<file path="config.mk">
export PLATFORM = sky130hd
export DESIGN_NAME = spi_arbiter
export DESIGN_NICKNAME = d
export VERILOG_FILES = /design/src/rtl/spi_arbiter.sv
export SDC_FILE = /design/constraint.sdc
export NUM_CORES = 1
export LEC_CHECK = 0
export ABC_CLOCK_PERIOD_IN_PS = 2200
export CORE_AREA = 2 2 100 102
export CTS_CLUSTER_DIAMETER = 80
export DETAILED_ROUTE_END_ITERATION = 10
export DIE_AREA = 0 0 102 104
export GPL_ROUTABILITY_DRIVEN = 0
export HOLD_SLACK_MARGIN = 0.06
export PLACE_DENSITY = 0.79
export SETUP_SLACK_MARGIN = 0.1
export SLEW_MARGIN = 20
export SYNTH_ARGS = -nofsm -noshare
export SYNTH_HDL_FRONTEND = slang
export SYNTH_SLANG_ARGS = --single-unit
</file>
<file path="constraint.sdc">
create_clock -name clk -period 2.2 [get_ports clk]
set_clock_uncertainty 0.1 [all_clocks]
set_input_delay 0.44 -clock clk [delete_from_list [all_inputs] [get_ports clk]]
set_output_delay 0.44 -clock clk [all_outputs]
set_load 0.01 [all_outputs]
</file>
<file path="src/rtl/spi_arbiter.sv">
// spi_arbiter: two-requester round-robin front end for a single SPI master.
// A winning request has its mode, slave select and payload latched into
// command registers. The command is held on the master side until the
// master signals completion (a rising edge on txc) or a wait timeout
// expires. The requester then gets a one-cycle done pulse.
//
// Ports
//   clk, presetn          clock (rising edge), asynchronous active-low reset
//   req[1:0]              per-requester request level
//   wr_rdbar0/1           1 = write, 0 = read
//   wdata0/1, cfg0/1      write payload and config {slave select, CPHA, CPOL}
//   gnt[1:0]              one-hot grant, held for the whole transaction
//   done[1:0], err        one-cycle completion pulse; err marks a timeout abort
//   rdata                 read data captured on a successful read
//   spe, m_wr_rdbar, master_control, m_wdata, m_addr   command to SPI master
//   txc, m_rdata          transfer-complete level and read data from master
module spi_arbiter #(
  parameter int DATA    = 32,
  parameter int ADDR    = 3,
  parameter int TIMEOUT = 200
) (
  input  logic            clk,
  input  logic            presetn,
  input  logic [1:0]      req,
  input  logic            wr_rdbar0,
  input  logic            wr_rdbar1,
  input  logic [DATA-1:0] wdata0,
  input  logic [DATA-1:0] wdata1,
  input  logic [ADDR-1:0] cfg0,
  input  logic [ADDR-1:0] cfg1,
  output logic [1:0]      gnt,
  output logic [1:0]      done,
  output logic            err,
  output logic [DATA-1:0] rdata,
  output logic            spe,
  output logic            m_wr_rdbar,
  output logic            master_control,
  output logic [DATA-1:0] m_wdata,
  output logic [ADDR-1:0] m_addr,
  input  logic            txc,
  input  logic [DATA-1:0] m_rdata
);

  localparam int            CW       = $clog2(TIMEOUT) + 1;
  localparam logic [CW-1:0] CNT_LAST = CW'(TIMEOUT - 1);
  localparam logic [CW-1:0] CNT_MAX  = {CW{1'b1}};

  typedef enum logic [1:0] {IDLE, START, WAIT, DONE} state_t;

  state_t        state;
  state_t        state_nxt;
  logic          last;       // requester granted most recently
  logic          owner;      // requester holding the current grant
  logic [CW-1:0] cnt;
  logic          txc_q;
  logic          winner;
  logic          txc_rise;
  logic          grant_now;
  logic          finish_now;
  logic          abort_now;

  // Completion is an edge, so a txc level left high from an earlier
  // transfer cannot complete a new transaction.
  assign txc_rise = txc & ~txc_q;

  // A lone request wins outright; on a tie the requester not served last wins.
  assign winner = (req == 2'b11) ? ~last : req[1];

  always_ff @(posedge clk or negedge presetn) begin
    if (!presetn) state <= IDLE;
    else          state <= state_nxt;
  end

  always_comb begin
    state_nxt  = state;
    grant_now  = 1'b0;
    finish_now = 1'b0;
    abort_now  = 1'b0;
    case (state)
      IDLE: begin
        if (req != 2'b00) begin
          grant_now = 1'b1;
          state_nxt = START;
        end
      end
      START: state_nxt = WAIT;
      WAIT: begin
        if (txc_rise) begin
          finish_now = 1'b1;
          state_nxt  = DONE;
        end else if (cnt == CNT_LAST) begin
          finish_now = 1'b1;
          abort_now  = 1'b1;
          state_nxt  = DONE;
        end
      end
      DONE:    state_nxt = IDLE;
      default: state_nxt = IDLE;
    endcase
  end

  // Outputs are registered and change on the edges entering START (grant)
  // and entering DONE (finish), so the master side never sees comb glitches.
  always_ff @(posedge clk or negedge presetn) begin
    if (!presetn) begin
      gnt            <= 2'b00;
      done           <= 2'b00;
      err            <= 1'b0;
      rdata          <= '0;
      spe            <= 1'b0;
      m_wr_rdbar     <= 1'b0;
      master_control <= 1'b0;
      m_wdata        <= '0;
      m_addr         <= '0;
      cnt            <= '0;
      txc_q          <= 1'b0;
      last           <= 1'b1;
      owner          <= 1'b0;
    end else begin
      txc_q <= txc;
      done  <= 2'b00;
      err   <= 1'b0;

      if (state == START)
        cnt <= '0;
      else if (state == WAIT && cnt != CNT_MAX)
        cnt <= cnt + CW'(1);

      if (grant_now) begin
        last           <= winner;
        owner          <= winner;
        gnt            <= {winner, ~winner};
        spe            <= 1'b1;
        m_wr_rdbar     <= winner ? wr_rdbar1 : wr_rdbar0;
        master_control <= winner ? wr_rdbar1 : wr_rdbar0;
        m_wdata        <= winner ? wdata1 : wdata0;
        m_addr         <= winner ? cfg1 : cfg0;
      end

      if (finish_now) begin
        gnt            <= 2'b00;
        spe            <= 1'b0;
        master_control <= 1'b0;
        done           <= {owner, ~owner};
        err            <= abort_now;
        if (!abort_now && !m_wr_rdbar)
          rdata <= m_rdata;
      end
    end
  end

endmodule

</file>
Yosys cells after proc, flatten, opt, wreduce, memory -nomap -nowiden
Index checks and enable logic that the tools add are counted.
Cells by class
  equality and inequality tests: 8
  reductions and logical operators: 10
  bitwise logic cells: 5
  multiplexer cells: 25
  add/subtract/negate cells: 1
Operator list (number)
  $mux 32: 1
  $mux 9: 2
  $mux 1: 14
  $mux 2: 6
  $add 9x1->9 const B: 1
  $eq 9x8->1 const B: 1
  $ne 9x9->1 const B: 1
  $pmux 2 s4: 1
  $eq 2x2->1 const B: 3
  $reduce_bool 2->1: 3
  $not 1->1: 4
  $reduce_and 2->1: 2
  $mux 3: 1
  $ne 3x3->1 const B: 1
  $eq 2x1->1 const B: 1
  $logic_and 1x1->1: 2
  $logic_not 1->1: 2
  $logic_not 2->1: 1
  $ne 2x2->1 const B: 1
  $and 1x1->1: 1
Word-level totals
  output and inout port bits: 75
  bits in registers: 89

Logic depth before layout (Yosys ltp)
Gate-level depths: netlist of run 1.
  word-level depth: 7
  gate-level depth with buffers: 9
  depth with buffers taken out: 8

Worst setup path after synthesis of run 1
No wires, ideal clock.
  path kind: register to register
  from: reg state[0]
  to: reg rdata[10]
  path buffers: 1
  slack: 0.475 ns
  required time: 1.975 ns
  stages on the path, launching flop included: 6
  arrival time: 1.500 ns
  path through: dfrtp_1 -> inv_1 -> ha_1 -> nor3b_2 -> buf_4 -> mux2_2
Between the ends
  word-level cells in the longest chain between the ends: 5
  elaborated cells between the ends (all ways): 6
  classes of those cells: eq/ne (1); mux (2); reduce/logical (3)
RTL lines
  from (decl): RTL line 50  | state_t state;
  from (signal assigned): RTL line 71  | else state <= state_nxt;
  $eq 2x2->1 (*): RTL line 79  | case (state)
  $mux 1: RTL line 79
  $logic_not 1->1: RTL line 146  | if (!abort_now && !m_wr_rdbar)
  $logic_and 1x1->1: RTL line 146
  $reduce_and 2->1 (no source line) (*)
  to (signal assigned): RTL line 147  | rdata <= m_rdata;
  to (decl): RTL line 34  | output logic [DATA-1:0] rdata,
Mark *: on every way between the ends. The rest lies on a longest branch, timed or not.
A chain may end at the register's enable or synchronous reset.

Final worst setup path of run 1
  from: reg cnt[0]
  to: reg cnt[6]
Between the ends
  word-level cells in the longest chain between the ends: 3
  elaborated cells between the ends (all ways): 6
  classes of those cells: add/sub (1); eq/ne (1); mux (2); reduce/logical (2)
RTL lines
  from (decl): RTL line 54  | logic [CW-1:0] cnt;
  from (signal assigned): RTL line 127  | cnt <= cnt + CW'(1);
  $add 9x1->9 or $ne 9x9->1 (tied branches): RTL line 127, 126
  $mux 9 or $logic_and 1x1->1 (tied branches): RTL line 126  | else if (state == WAIT && cnt != CNT_MAX)
  $mux 9 or $reduce_bool 2->1 (tied branches)
Several ways; a longest one is shown, not always the timed one. The select of a mux whose other input is x is not followed.

==> impl.org, run 1 <==
** Status
- The run finished with clean final reports.

** Power and ir drop
- Peak supply drop :: around 0.00053 V
- Logic pwr share :: between 40% and 50%
- For this design the total switching power over the nets is ~0.0023 W.
- In this run the power density over the cells is about 1200 nW/um^2.
- Clk network pwr share :: approximately 15%
- Switching share of total power :: between 30% and 40%
- The internal portion of the total power is between 0.004 and 0.005 W.
- Leakage power figure :: 2.60 nW
- Sequential fraction of design power :: 38.8%

** Route
- For this run, design rule violations remaining after detail routing come to 0.
- After detailed routing, the total wire length is ~9100 um.
- Using the TritonRoute via totals, the vias-per-cell ratio works out to between 4 and 5.
- For this block, the initial DRC count from the detailed router was 60.
- For this block, the via count after detailed routing is 2966.
- Per-cell routed wire length :: approximately 14 um
- In this run the remaining antenna-violating nets after routing total 0.
- Before antenna repair, the detailed router went through 3 iterations.

** STA
- The hold violation count in the final report came to 0.
- Post-Route Hold Slack :: 368 ps
- Part of the cycle the worst path needs :: slightly below 90%
- After routing, the total negative slack on setup checks comes to 0 ps.
- The total count of max-transition violations in the final report is 0.
- Setup repair after global routing left no endpoint under its margin.
- Setup violations remaining at the end of the flow were counted as 0.
- Derived from the worst setup path, the maximum achievable clock frequency is 524 MHz.
- Final min period :: 1910 ps
- Max-slew headroom :: between 60% and 70%
- For the pin with the worst max-slew slack, the measured transition is 523 ps.

** Global routing
- Pin count of the biggest net entering global routing :: 71
- Via count of the first global-routing pass :: 3075
- Number of antenna violations at the first check in global routing :: 0
- Global router's overall resource usage :: between 15 and 20%
- Gr ovfl total :: 0
- The first global-routing pass estimated around 15000 um of wire.

** Cells and area
- Most common library cell in the layout ignoring fill and taps :: sky130_fd_sc_hd__clkdlybuf4s50_1
- Number of nets in the finished design :: 611
- Fraction of final layout cells with drive strength greater than 1 :: ~12%
- In the layout the commonest cells are 182 x sky130_fd_sc_hd__clkdlybuf4s50_1, 88 x sky130_fd_sc_hd__dfrtp_1, 42 x sky130_fd_sc_hd__nand2_1, 37 x sky130_fd_sc_hd__mux2i_1, 30 x sky130_fd_sc_hd__mux2_2.
- Diode insertion count for antenna repair :: 0
- Compared with the post-synthesis result, the final layout area differs by 58.0%.
- Fillcell total :: around 800

** Worst setup path
- Count of buffering cells on the critical path with inverters included :: 1
- Sort of element at the start of the critical path :: flop
- The worst setup path is of the reg -> reg kind.
- Critical path data required time :: 2330 ps
- Worst-path fanout max :: 9
- The slowest stage of the critical path is the sky130_fd_sc_hd__dfrtp_1 cell.
- Critical path data arrival time :: around 2000 ps
- Walking the worst path, the cells encountered are ha_1, nand4_1, nor2b_1, ha_1, nor2b_1, buf_4, nand4_1, xor2_1, nor2_1.
- Maximum single-stage delay on the critical path :: between 400 and 500 ps
- Largest delay contributor family on the critical path :: simple AND/OR/NAND/NOR gates
- CP endpoint kind :: flop

** Clock network
- In this run the number of H-tree levels came out at 3.
- Root cell of the clock tree :: sky130_fd_sc_hd__clkbuf_8
- Post-cts sizing count :: 0
- The longest clock path from root to sink contains 2 buffers.
- CTS buffer count :: 9
- CTS saw about 90 sinks.
- The clock reaches the later pin of the worst-skew pair after about 350 ps.
- Clock-pin slew on the worst setup and hold paths :: 80 ps
- Clock tree from TritonCTS :: done

** Place
- PortBufs :: ~180
- HPWL after detailed placement :: 6930 um

** Synth
- Area share of fa/ha/maj cells after synthesis :: under 10%
- By area, the combinational part of the netlist is dominated by multiplexers.
- Of the total synthesized cell area, the portion taken by XOR and XNOR cells is ~1.6%.
- Number of warning messages in the yosys log :: 0
- Post-synthesis compound-gate area fraction :: about 7.4%
- Fraction of the mapped netlist area in simple logic gates :: under 10%
- Each instance of the synthesized netlist takes up on average around 12 um^2.
- Synthesis-stage register bit count :: 89
- Net count after synthesis :: approximately 430
- Post-synthesis cell count :: around 310
- In the synthesized netlist, mux cells make up a little under 20% of the area.
- Yosys cell types :: 34
- Cell area after synthesis :: roughly 3800 um^2
- Sequential fraction of the synthesis area :: between 50% and 60%

** Floorplan
- The die covers between 10000 and 15000 um^2.
- Core region area :: approximately 9500 um^2
- Die Wd :: roughly 100 um
- roughly 180 I/O pins were placed.
- For this configuration, the core starts out at a cell density of between 30% and 40%.
- Total number of placement rows :: 36
- Die height :: 104 um

** Run
- Max-cap violations in this run came to 0.

** Min path
- The tightest min-delay check is of the reg -> reg type.
==> cells in the mapped netlist <==
library cell,number,area [um^2]
sky130_fd_sc_hd__inv_1,4,15.0
sky130_fd_sc_hd__ha_1,5,62.6
sky130_fd_sc_hd__and3_1,2,12.5
sky130_fd_sc_hd__nor2b_1,3,18.8
sky130_fd_sc_hd__o21ai_1,6,30.0
sky130_fd_sc_hd__a22o_1,1,8.76
sky130_fd_sc_hd__o21ai_0,30,150
sky130_fd_sc_hd__o22a_1,1,8.76
sky130_fd_sc_hd__a31oi_1,1,6.26
sky130_fd_sc_hd__mux2i_1,37,370
sky130_fd_sc_hd__buf_2,5,25.0
sky130_fd_sc_hd__nand2_1,42,158
sky130_fd_sc_hd__a211oi_1,1,7.51
sky130_fd_sc_hd__xnor2_1,1,8.76
sky130_fd_sc_hd__and2_1,1,6.26
sky130_fd_sc_hd__nand2b_1,1,6.26
sky130_fd_sc_hd__buf_1,1,3.75
sky130_fd_sc_hd__nand4_1,5,31.3
sky130_fd_sc_hd__dfrtp_1,88,2200
sky130_fd_sc_hd__a22oi_1,1,7.51
sky130_fd_sc_hd__mux2_1,3,33.8
sky130_fd_sc_hd__buf_4,5,37.5
sky130_fd_sc_hd__nor2_1,12,45.0
sky130_fd_sc_hd__dfstp_2,1,26.3
sky130_fd_sc_hd__a32oi_1,2,17.5
sky130_fd_sc_hd__nor4_2,1,12.5
sky130_fd_sc_hd__nand2b_4,1,13.8
sky130_fd_sc_hd__a21boi_2,2,22.5
sky130_fd_sc_hd__a21oi_1,5,25.0
sky130_fd_sc_hd__clkbuf_1,5,18.8
sky130_fd_sc_hd__mux2_2,30,338
sky130_fd_sc_hd__nor3b_2,1,12.5
sky130_fd_sc_hd__xor2_1,6,52.6
sky130_fd_sc_hd__buf_6,2,22.5
==> cell type report <==
class                   count  area (um^2)  area share, %
inverters                   4         15.0          0.249
clock buffers              12          155           2.57
clock inverters             4         27.5          0.456
flip-flops and latches     89         2230           36.9
well taps                 133          166           2.76
repair buffers            192         1950           32.3
multi-input cells         201         1490           24.7
==> through the flow <==
| stage | utilization (%) | cell area, um^2 | total power, W | instances | setup WS [ps] |
|---|---|---|---|---|---|
| CTS | 63.2 | 6030 | 0.00721 | 635 | 265 |
| finish | 63.2 | 6030 | 0.00711 | 635 | 291 |
| floorplan | - | 3820 | 0.00425 | 312 | 475 |
| detailed placement | 61.2 | 5840 | 0.00616 | 618 | 68.2 |
| global route | 63.2 | 6030 | 0.00763 | 635 | 167 |
| global placement | 61.2 | 5840 | 0.00604 | 618 | 118 |
==> cells by family (layout without fill, tap and decap cells) <==
kind of cell | count (synthesis) | after routing
AOI/OAI and AO/OA | 50 | 50
xor gates and xnor gates | 7 | 7
adders and majority gates | 5 | 5
buffers and inverters | 22 | 212
DFF | 89 | 89
muxes | 70 | 70
and+or+nand+nor | 69 | 69
==> final timing paths <==
| check | from | end | slack (ps) | depth (start not counted) |
|---|---|---|---|---|
| hold / removal | owner | done[0] | 370 | 1 |
| min in group asynchronous | presetn | gnt[0] | 500 | 2 |
| max in group asynchronous | presetn | rdata[3] | 890 | 3 |
| hold reg to reg | owner | done[0] | 370 | 1 |
| setup / recovery | cnt[0] | cnt[6] | 290 | 9 |
| setup reg to reg | cnt[0] | cnt[6] | 290 | 9 |
==> worst register-to-register path: stages, from the launching register on <==
cell and delay, ps:
sky130_fd_sc_hd__dfrtp_1 410, sky130_fd_sc_hd__ha_1 260, sky130_fd_sc_hd__nand4_1 120, sky130_fd_sc_hd__nor2b_1 60, sky130_fd_sc_hd__ha_1 170, sky130_fd_sc_hd__nor2b_1 120, sky130_fd_sc_hd__buf_4 180, sky130_fd_sc_hd__nand4_1 130
sky130_fd_sc_hd__xor2_1 170, sky130_fd_sc_hd__nor2_1 60
==> flip-flops by register name, indices dropped and copies added, names as in the netlist <==
signal	flops
rdata	32
done	2
owner	1
spe	1
state	2
err	1
m_wdata	32
master_control	1
gnt	2
cnt	9
m_addr	3
m_wr_rdbar	1
last	1
txc_q	1
==> what timing repair did <==
| action | 4_1_cts | 5_1_grt |
|---|---|---|
| hold endpoints to repair | 36 | 0 |
| hold buffers | 1 | 0 |
| buffers inserted | 0 | 0 |
==> power groups by stage <==
stage          Clock, W  Sequential (W)  Combinational [W]
2_1_floorplan         0         0.00305            0.00119
3_3_place_gp          0         0.00277            0.00327
3_5_place_dp          0         0.00279            0.00337
4_1_cts         0.00108         0.00277            0.00337
5_1_grt         0.00114         0.00286            0.00363
6_report        0.00104         0.00276            0.00332
==> per-layer routing <==
layer	up-vias	track usage (%)	share of wire (%)	wire (um)
li1	1448	-	-	-
met1	1382	22.1	41	3750
met2	119	28.8	48	4410
met3	17	5.11	8.5	775
met4	0	7.81	2.1	194
met5	-	0	0	0
No activity file was read; power rests on OpenSTA's default activity.
==> inputs of run 2 (changes only) <==
- GPL_TIMING_DRIVEN: default -> 1
==> results of run 2 <==
The final DEF is identical to that of run 1; final timing and power are the same.
